==> src/rtl/succ_mult_pkg.sv <==
// -----------------------------------------------------------------------------
// succ_mult_pkg
// Shared types for the successive-addition multiplier.
//   state_t    : controller states (IDLE, LOAD_B, CHECK, ADD, DONE)
//   prod_width : product width for a given operand width (2*width)
// -----------------------------------------------------------------------------
package succ_mult_pkg;

  typedef enum logic [2:0] {
    IDLE,
    LOAD_B,
    CHECK,
    ADD,
    DONE
  } state_t;

  // The full product of two width-bit unsigned numbers always fits in
  // 2*width bits, so the accumulator can never overflow.
  function automatic int prod_width(input int width);
    return 2 * width;
  endfunction

endpackage

==> src/rtl/succ_mult_dp.sv <==
// -----------------------------------------------------------------------------
// succ_mult_dp
// Datapath of the successive-addition multiplier.
// Ports:
//   clk, rst   : clock, synchronous active-high reset
//   ld_a, ld_b : capture din into the A / B operand registers
//   init       : pick count/addend from A and B, clear the accumulator
//   add_en     : acc += addend, count -= 1
//   ld_prod    : update the product register (with sum when adding, else 0)
//   din        : shared operand bus
//   any_zero   : A or B is zero
//   count_one  : this is the last addition
//   product    : held result
// -----------------------------------------------------------------------------
module succ_mult_dp
  import succ_mult_pkg::*;
#(
  parameter int WIDTH   = 4,
  parameter bit SWAP_EN = 1'b1
) (
  input  logic                         clk,
  input  logic                         rst,
  input  logic                         ld_a,
  input  logic                         ld_b,
  input  logic                         init,
  input  logic                         add_en,
  input  logic                         ld_prod,
  input  logic [WIDTH-1:0]             din,
  output logic                         any_zero,
  output logic                         count_one,
  output logic [prod_width(WIDTH)-1:0] product
);

  localparam int PW = prod_width(WIDTH);

  logic [WIDTH-1:0] a_q;
  logic [WIDTH-1:0] b_q;
  logic [WIDTH-1:0] count_q;
  logic [WIDTH-1:0] addend_q;
  logic [PW-1:0]    acc_q;
  logic [PW-1:0]    prod_q;
  logic [PW-1:0]    sum;
  logic             use_swap;

  // Swap only when A is strictly smaller; a tie keeps count=B, addend=A.
  assign use_swap  = SWAP_EN && (a_q < b_q);
  assign any_zero  = (a_q == '0) || (b_q == '0);
  assign count_one = (count_q == WIDTH'(1));
  assign sum       = acc_q + PW'(addend_q);
  assign product   = prod_q;

  // The product register is written on the same edge that enters DONE, so the
  // new result is visible together with the done pulse and held afterwards.
  always_ff @(posedge clk) begin
    if (rst) begin
      a_q      <= '0;
      b_q      <= '0;
      count_q  <= '0;
      addend_q <= '0;
      acc_q    <= '0;
      prod_q   <= '0;
    end else begin
      if (ld_a) begin
        a_q <= din;
      end
      if (ld_b) begin
        b_q <= din;
      end
      if (init) begin
        count_q  <= use_swap ? a_q : b_q;
        addend_q <= use_swap ? b_q : a_q;
        acc_q    <= '0;
      end
      if (add_en) begin
        acc_q   <= sum;
        count_q <= count_q - WIDTH'(1);
      end
      if (ld_prod) begin
        prod_q <= add_en ? sum : '0;
      end
    end
  end

endmodule

==> src/rtl/succ_add_mult_param.sv <==
// -----------------------------------------------------------------------------
// succ_add_mult_param
// Multiply-by-successive-addition engine: controller FSM plus datapath.
// Ports:
//   clk     : rising-edge clock
//   rst     : synchronous active-high reset
//   start   : request, sampled only in IDLE
//   din     : A in the start cycle, B in the following cycle
//   busy    : high in every state except IDLE
//   done    : one-cycle pulse, product valid from this cycle
//   product : result, held until replaced by the next result or reset
// -----------------------------------------------------------------------------
module succ_add_mult_param
  import succ_mult_pkg::*;
#(
  parameter int WIDTH   = 4,
  parameter bit SWAP_EN = 1'b1
) (
  input  logic                         clk,
  input  logic                         rst,
  input  logic                         start,
  input  logic [WIDTH-1:0]             din,
  output logic                         busy,
  output logic                         done,
  output logic [prod_width(WIDTH)-1:0] product
);

  state_t state_q;
  state_t state_d;

  logic ld_a;
  logic ld_b;
  logic init;
  logic add_en;
  logic ld_prod;
  logic any_zero;
  logic count_one;

  // State register; reset abandons any operation in flight.
  always_ff @(posedge clk) begin
    if (rst) begin
      state_q <= IDLE;
    end else begin
      state_q <= state_d;
    end
  end

  // Next-state and datapath control. A zero operand skips ADD entirely and
  // goes straight to DONE with a zero product.
  always_comb begin
    state_d = state_q;
    ld_a    = 1'b0;
    ld_b    = 1'b0;
    init    = 1'b0;
    add_en  = 1'b0;
    ld_prod = 1'b0;
    case (state_q)
      IDLE: begin
        if (start) begin
          ld_a    = 1'b1;
          state_d = LOAD_B;
        end
      end
      LOAD_B: begin
        ld_b    = 1'b1;
        state_d = CHECK;
      end
      CHECK: begin
        init = 1'b1;
        if (any_zero) begin
          ld_prod = 1'b1;
          state_d = DONE;
        end else begin
          state_d = ADD;
        end
      end
      ADD: begin
        add_en = 1'b1;
        if (count_one) begin
          ld_prod = 1'b1;
          state_d = DONE;
        end
      end
      DONE: begin
        state_d = IDLE;
      end
      default: begin
        state_d = IDLE;
      end
    endcase
  end

  assign busy = (state_q != IDLE);
  assign done = (state_q == DONE);

  succ_mult_dp #(
    .WIDTH  (WIDTH),
    .SWAP_EN(SWAP_EN)
  ) u_dp (
    .clk      (clk),
    .rst      (rst),
    .ld_a     (ld_a),
    .ld_b     (ld_b),
    .init     (init),
    .add_en   (add_en),
    .ld_prod  (ld_prod),
    .din      (din),
    .any_zero (any_zero),
    .count_one(count_one),
    .product  (product)
  );

endmodule
==> config.mk <==
export PLATFORM = sky130hd
export DESIGN_NAME = succ_add_mult_param
export DESIGN_NICKNAME = d
export VERILOG_FILES = /design/src/rtl/succ_mult_pkg.sv /design/src/rtl/succ_mult_dp.sv /design/src/rtl/succ_add_mult_param.sv
export SDC_FILE = /design/constraint.sdc
export NUM_CORES = 1
export LEC_CHECK = 0
export CORE_AREA = 2 2 85 63
export DETAILED_ROUTE_END_ITERATION = 8
export DIE_AREA = 0 0 87 65
export GPL_TIMING_DRIVEN = 0
export PLACE_DENSITY = 0.55
export SETUP_SLACK_MARGIN = 0.15
export SLEW_MARGIN = 20
export SYNTH_ARGS = -nofsm -noshare
export SYNTH_HDL_FRONTEND = slang
export SYNTH_HIERARCHICAL = 1
export SYNTH_SLANG_ARGS = --single-unit
==> constraint.sdc <==
create_clock -name clk -period 3.34 [get_ports clk]
set_input_delay 0.501 -clock clk [delete_from_list [all_inputs] [get_ports clk]]
set_output_delay 0.501 -clock clk [all_outputs]
set_load 0.02 [all_outputs]
; ---- Word-level counts from Yosys, hierarchy flattened
; Index checks and enable logic that the tools add are counted.
[classes]
n_lt_le_gt_ge = 1
n_mux = 19
n_addsub = 2
reduce_logical = 7
n_eq_ne = 7
[ops]
columns = op, count
row1 = 2-to-1 mux 8 bit, 3
row2 = 2-to-1 mux 4 bit, 4
row3 = case mux 3 bit (4 select lines), 1
row4 = 2-to-1 mux 3 bit, 3
row5 = adder 8 x 4 -> 8 bit, 1
row6 = logical NOT 4 bit, 2
row7 = 2-to-1 mux 1 bit, 7
row8 = == test 3 x 2 -> 1 bit (second input constant), 2
row9 = == test 4 x 1 -> 1 bit (second input constant), 1
row10 = less-than comparator 4 bit, 1
row11 = inequality test 2 bit (second input constant), 2
row12 = subtractor 4 x 1 -> 4 bit (second input constant), 1
row13 = == test 3 x 1 -> 1 bit (second input constant), 1
row14 = == test 3 bit (second input constant), 1
row15 = logical NOT 3 bit, 1
row16 = nonzero test 3 bit, 1
row17 = case mux 1 bit (2 select lines), 1
row18 = AND reduction 2 bit, 1
row19 = nonzero test 2 bit, 1
row20 = logical OR 1 bit, 1
[word_totals]
inputBits = 7
output_inout_bits = 10
elab_cells = 43
ff_bits = 35

; ---- Depth between registers and ports, before layout
[logic_depth]
word_depth = 4
ltp_mapped = 9

; ---- Modules after synthesis
; Netlist, hierarchy kept.
[modules_own_cells]
columns = module, instances, cells_each, seq_area_each_um2, area_per_inst_um2
row1 = succ_mult_dp, 1, 191, 640.6, 1681.6
row2 = succ_add_mult_param, 1, 23, 60.1, 188.9

; ---- Worst setup path after synthesis
; No wires, ideal clock.
[synth_timing]
path_kind = flip-flop to flip-flop
startpoint = reg u_dp.a_q[0]
endpoint = reg u_dp.prod_q[7] (netlist: u_dp/product[7])
t_required_ns = 3.269
stages_incl_launch_ff = 8
n_path_buf = 2
setup_time_ns = 0.071
synth_period_minus_slack_ns = 1.819
slack_ns = 1.521
arrival_time_ns = 1.748
path_cell_list = dfxtp_1 -> o41ai_1 -> mux2i_2 -> nor2_1 -> clkbuf_1 -> clkbuf_1 -> o211ai_1 -> a21oi_1
[synth_between]
elab_chain_len = 4
[synth_rtl]
columns = item, line_no
row1 = start: declaration, succ_mult_dp.sv:36  ; logic [WIDTH-1:0] a_q;
row2 = start signal: assignment, succ_mult_dp.sv:64  ; a_q <= din;
row3 = logical NOT 4 bit, succ_mult_dp.sv:47  ; assign any_zero = (a_q == '0) || (b_q == '0);
row4 = logical OR 1 bit, succ_mult_dp.sv:47
row5 = named net any_zero, succ_add_mult_param.sv:36  ; logic any_zero;
row6 = 2-to-1 mux 1 bit, succ_add_mult_param.sv:70  ; if (any_zero) begin
row7 = case mux 1 bit (2 select lines), succ_add_mult_param.sv:57  ; case (state_q)
row8 = named net ld_prod, succ_add_mult_param.sv:35  ; logic ld_prod;
row9 = end signal: assignment, succ_mult_dp.sv:79  ; prod_q <= add_en ? sum : '0;
row10 = end: declaration, succ_mult_dp.sv:41  ; logic [PW-1:0] prod_q;
; The timed path passes the listed nets, and every way through them passes these cells.
; A chain may end at the register's enable or synchronous reset.

; ---- Worst setup path in the final report
; Same ends and word-level chain as after synthesis.

==> report_table.html <==
<table>
<tr><th>Metric</th><th>Value</th></tr>
<tr><th colspan="2">Min path</th></tr>
<tr><td>Hold-critical path depth</td><td>2</td></tr>
<tr><td>Classification of the worst-slack hold path</td><td>reg -&gt; reg</td></tr>
<tr><th colspan="2">Logic synthesis</th></tr>
<tr><td>Number of library cell types mapped by synthesis</td><td>45</td></tr>
<tr><td>Top_reg_cell synth</td><td>sky130_fd_sc_hd__dfxtp_1</td></tr>
<tr><td>Fraction of registers with async set or reset after synthesis</td><td>0%</td></tr>
<tr><td>Share of the synthesized area in the top cell type</td><td>37.5%</td></tr>
<tr><td>Count of synthesis-stage warnings from yosys</td><td>6</td></tr>
<tr><td>Gate Count Post-Synth</td><td>214</td></tr>
<tr><td>Leading post-synthesis cells by cell area</td><td>sky130_fd_sc_hd__dfxtp_1 (37%), sky130_fd_sc_hd__mux2i_1 (7.5%), sky130_fd_sc_hd__ha_1 (7.4%)</td></tr>
<tr><td>Netlist area before placement</td><td>1870 µm²</td></tr>
<tr><td>Cell taking the most area after synthesis</td><td>sky130_fd_sc_hd__dfxtp_1</td></tr>
<tr><td>Total of flip-flops plus latches after synthesis</td><td>35</td></tr>
<tr><td>Portion of the post-synthesis area used by sequential elements</td><td>37.5%</td></tr>
<tr><td>Avg Cell Area, Syn</td><td>8.74 µm²</td></tr>
<tr><td>Number of nets produced by synthesis</td><td>233</td></tr>
<tr><td>Post-synth EDFFs</td><td>0</td></tr>
<tr><th colspan="2">Final layout</th></tr>
<tr><td>Net count, final</td><td>256</td></tr>
<tr><td>Antenna Cells</td><td>0</td></tr>
<tr><td>Commonest cells after routing, fill and taps aside</td><td>sky130_fd_sc_hd__dfxtp_1 (35), sky130_fd_sc_hd__nor2_1 (23), sky130_fd_sc_hd__a21oi_1 (16), sky130_fd_sc_hd__clkdlybuf4s50_1 (16), sky130_fd_sc_hd__mux2i_1 (14)</td></tr>
<tr><td>Leading cell type in the layout, fill and taps excluded</td><td>sky130_fd_sc_hd__dfxtp_1</td></tr>
<tr><td>Post-route design area</td><td>approximately 2200 µm²</td></tr>
<tr><td>Fraction of final layout cells with drive strength greater than 1</td><td>7.56%</td></tr>
<tr><td>Relative area change from synthesis to final layout</td><td>17.9%</td></tr>
<tr><th colspan="2">Drt</th></tr>
<tr><td>Routed metal-1 wirelength</td><td>roughly 2300 µm</td></tr>
<tr><td>Count of routing violations after the opening detailed-route iteration</td><td>84</td></tr>
<tr><td>Avg WL per Cell</td><td>13.6 µm</td></tr>
<tr><td>Vias per std cell</td><td>5.19</td></tr>
<tr><td>Routed vias</td><td>1546</td></tr>
<tr><td>Sum of met3 wire segment lengths after detailed routing</td><td>141 µm</td></tr>
<tr><td>Wire length on met2</td><td>1520 µm</td></tr>
<tr><td>Detailed-router iteration count before antenna repair</td><td>4</td></tr>
<tr><td>Highest routing layer actually used</td><td>met4</td></tr>
<tr><td>Post-detailed-route count of antenna-violating nets</td><td>0</td></tr>
<tr><td>DRC violation count after routing</td><td>0</td></tr>
<tr><td>Final wirelength</td><td>between 4000 and 5000 µm</td></tr>
<tr><th colspan="2">Pwr</th></tr>
<tr><td>Standby leakage power</td><td>about 0.8 nW</td></tr>
<tr><td>Power Density</td><td>433 nW/µm²</td></tr>
<tr><td>VDD IR max</td><td>between 0.15 and 0.2 mV</td></tr>
<tr><th colspan="2">GRT</th></tr>
<tr><td>Sum of overflow across all layers after global routing</td><td>0</td></tr>
<tr><td>Wire length of the first global-routing pass</td><td>6940 µm</td></tr>
<tr><td>Total routing usage reported by global routing</td><td>~16%</td></tr>
<tr><td>Antenna violations before repair</td><td>0</td></tr>
<tr><td>Largest net degree at the start of global routing</td><td>11</td></tr>
<tr><td>Via count of the first global-routing pass</td><td>1466</td></tr>
<tr><th colspan="2">Worst setup path</th></tr>
<tr><td>Sequence of cells on the critical path</td><td>o41ai_1 &gt; mux2i_2 &gt; nor2_1 &gt; clkbuf_1 &gt; clkbuf_1 &gt; o211ai_1 &gt; a21oi_1</td></tr>
<tr><td>CP required</td><td>~3.6 ns</td></tr>
<tr><td>Depth of the most critical reg-to-reg path</td><td>7</td></tr>
<tr><td>CP Class</td><td>reg -&gt; reg</td></tr>
<tr><td>Most used cell along the critical path</td><td>sky130_fd_sc_hd__clkbuf_1</td></tr>
<tr><td>Worst-path cell with the longest stage delay</td><td>sky130_fd_sc_hd__o41ai_1</td></tr>
<tr><td>Critical Path Stages</td><td>7</td></tr>
<tr><td>CP max FO</td><td>10</td></tr>
<tr><td>Worst R2R Setup Slack</td><td>0.94 ns</td></tr>
<tr><td>Family with the most delay on the worst path</td><td>compound AO/OA/AOI/OAI gates</td></tr>
<tr><td>Kind of end point of the critical path</td><td>register</td></tr>
<tr><td>Critical Path Source Type</td><td>register</td></tr>
<tr><td>Biggest cell delay along the critical path</td><td>about 0.63 ns</td></tr>
<tr><td>Critical path arrival</td><td>2.63 ns</td></tr>
<tr><td>Number of buffers and inverters on the critical path</td><td>2</td></tr>
<tr><th colspan="2">Clock network</th></tr>
<tr><td>Total of cells resized after clock tree synthesis</td><td>0</td></tr>
<tr><td>Clock Root Buffer</td><td>sky130_fd_sc_hd__clkbuf_8</td></tr>
<tr><td>Clk sink count</td><td>35</td></tr>
<tr><td>Hold-fix buffer count after cts</td><td>0</td></tr>
<tr><td>H-tree levels</td><td>2</td></tr>
<tr><td>TritonCTS Buffers</td><td>5</td></tr>
<tr><td>Clock tree from TritonCTS</td><td>done</td></tr>
<tr><td>Clock latency at the later pin of the worst-skew pair</td><td>slightly below 0.3 ns</td></tr>
<tr><td>Buffers inserted by post-CTS timing repair</td><td>0</td></tr>
<tr><td>Clock transition at path regs</td><td>approximately 0.070 ns</td></tr>
<tr><td>Number of buffers on the longest clock path</td><td>2</td></tr>
<tr><th colspan="2">STA</th></tr>
<tr><td>Slew at the pin closest to its max-slew limit</td><td>0.688 ns</td></tr>
<tr><td>Final Setup Violations</td><td>0</td></tr>
<tr><td>Max Transition Viols Final</td><td>0</td></tr>
<tr><td>Max_slew headroom</td><td>54.0%</td></tr>
<tr><td>Number of failing hold endpoints at the final stage</td><td>0</td></tr>
<tr><td>Final critical delay including setup and external delays</td><td>2.40 ns</td></tr>
<tr><td>Post-Route Setup TNS</td><td>0 ns</td></tr>
<tr><td>Top achievable clock speed</td><td>416 MHz</td></tr>
<tr><td>Final Cycle Share</td><td>71.9%</td></tr>
<tr><td>Worst Clk Skew</td><td>0.00819 ns</td></tr>
<tr><td>Setup repair after global routing missed its margin</td><td>false</td></tr>
<tr><th colspan="2">Placement</th></tr>
<tr><td>Final RePlAce weighted congestion</td><td>0.822</td></tr>
<tr><td>Input/output buffers</td><td>16</td></tr>
<tr><td>Post-DP HPWL</td><td>just under 3000 µm</td></tr>
<tr><td>Post-DP Area</td><td>2110 µm²</td></tr>
<tr><th colspan="2">Run status</th></tr>
<tr><td>Run status</td><td>complete, no violations</td></tr>
<tr><th colspan="2">Flow run</th></tr>
<tr><td>Number of maximum-capacitance constraint violations</td><td>0</td></tr>
<tr><th colspan="2">Floorplan</th></tr>
<tr><td>Floorplan die width</td><td>roughly 87 µm</td></tr>
<tr><td>Number of ports placed on the die boundary</td><td>17</td></tr>
<tr><td>Die footprint</td><td>5660 µm²</td></tr>
<tr><td>Chip Height</td><td>65 µm</td></tr>
<tr><td>Initial core utilization</td><td>38.0%</td></tr>
<tr><td>Placeable core area</td><td>4930 µm²</td></tr>
<tr><td>Std cell rows</td><td>22</td></tr>
</table>
-- path summary, 6_finish.rpt --
check                    end             from
max reg2reg  u_dp/product[7]      u_dp/a_q[0]
max          u_dp/product[7]      u_dp/a_q[0]
min          u_dp/product[4]  u_dp/product[4]
min reg2reg  u_dp/product[4]  u_dp/product[4]
-- synth_stat cells (all sizes together) (2+ instances only) --
library cell,instances
inv,12
a21o,3
ha,11
nand3,8
clkbuf,12
nor2b,4
nand3b,3
o221ai,2
o22ai,2
nand4,3
o21a,2
nor2,23
a31oi,2
buf,3
nor3b,2
nor3,8
mux2i,15
dfxtp,35
a21oi,16
nand2b,10
nand2,3
o21ai,10
a211oi,5
a22oi,5
-- per-layer routing --
| layer | up-vias | track usage, % |
|---|---|---|
| li1 | 813 | - |
| met1 | 703 | 23.7 |
| met2 | 24 | 21.9 |
| met3 | 6 | 3.82 |
| met4 | 0 | 5.27 |
| met5 | - | 0 |
-- flip-flops by register name (all words and copies together), names as in the netlist --
signal / flops
u_dp/product: 8
u_dp/b_q: 4
u_dp/addend_q: 4
u_dp/count_q: 4
state_q: 3
u_dp/a_q: 4
u_dp/acc_q: 8
-- kinds of logic (layout without fill, tap and decap cells) --
kind of cell / count (synthesis) / in the layout / share of synthesized area (%)
flip-flops: 35 / 35 / 37.5
multiplexers: 15 / 15 / 8.23
AO/OA/AOI/OAI: 52 / 52 / 17.9
buffers and inverters: 27 / 51 / 6.09
AND/OR/NAND/NOR: 71 / 71 / 20.9
XOR/XNOR: 2 / 2 / 0.937
adder cells (fa/ha/maj): 12 / 12 / 8.43
-- worst register-to-register path, delay by kind of cell (launching register included) --
| kind | cells | cell delay, ns |
|---|---|---|
| compound gates | 3 | 0.96 |
| buf+inv | 2 | 0.73 |
| flops | 1 | 0.35 |
| mux | 1 | 0.18 |
| simple gates | 1 | 0.12 |
-- metrics by stage --
step / hold slack [ns] / setup WS (ns) / utilization [%] / std cells / power, mW
floorplan: 0.450 / 1.52 / - / 214 / 0.575
global placement: 0.462 / 0.871 / 42.7 / 290 / 0.617
detailed placement: 0.463 / 0.877 / 42.7 / 290 / 0.618
CTS: 0.475 / 0.849 / 44.8 / 298 / 0.965
global route: 0.501 / 0.531 / 44.8 / 298 / 0.997
finish: 0.473 / 0.938 / 44.8 / 298 / 0.955
-- report_power, final --
part	total [mW]	switching, mW	leakage, nW	internal [mW]
combinational	0.160	0.0862	0.489	0.0740
clock	0.346	0.158	0.0515	0.188
sequential	0.448	0.0151	0.284	0.433
total	0.955	0.259	0.825	0.695
-- layout make-up --
cell class,count,area (µm²)
fillers,502,2720
well taps,60,75.1
repair buffers,16,160
flip-flops and latches,35,701
clock buffers,8,100
plain buffers,15,68.8
inverters,12,45.0
multi-input cells,152,1060
No activity file was read; power rests on OpenSTA's default activity.
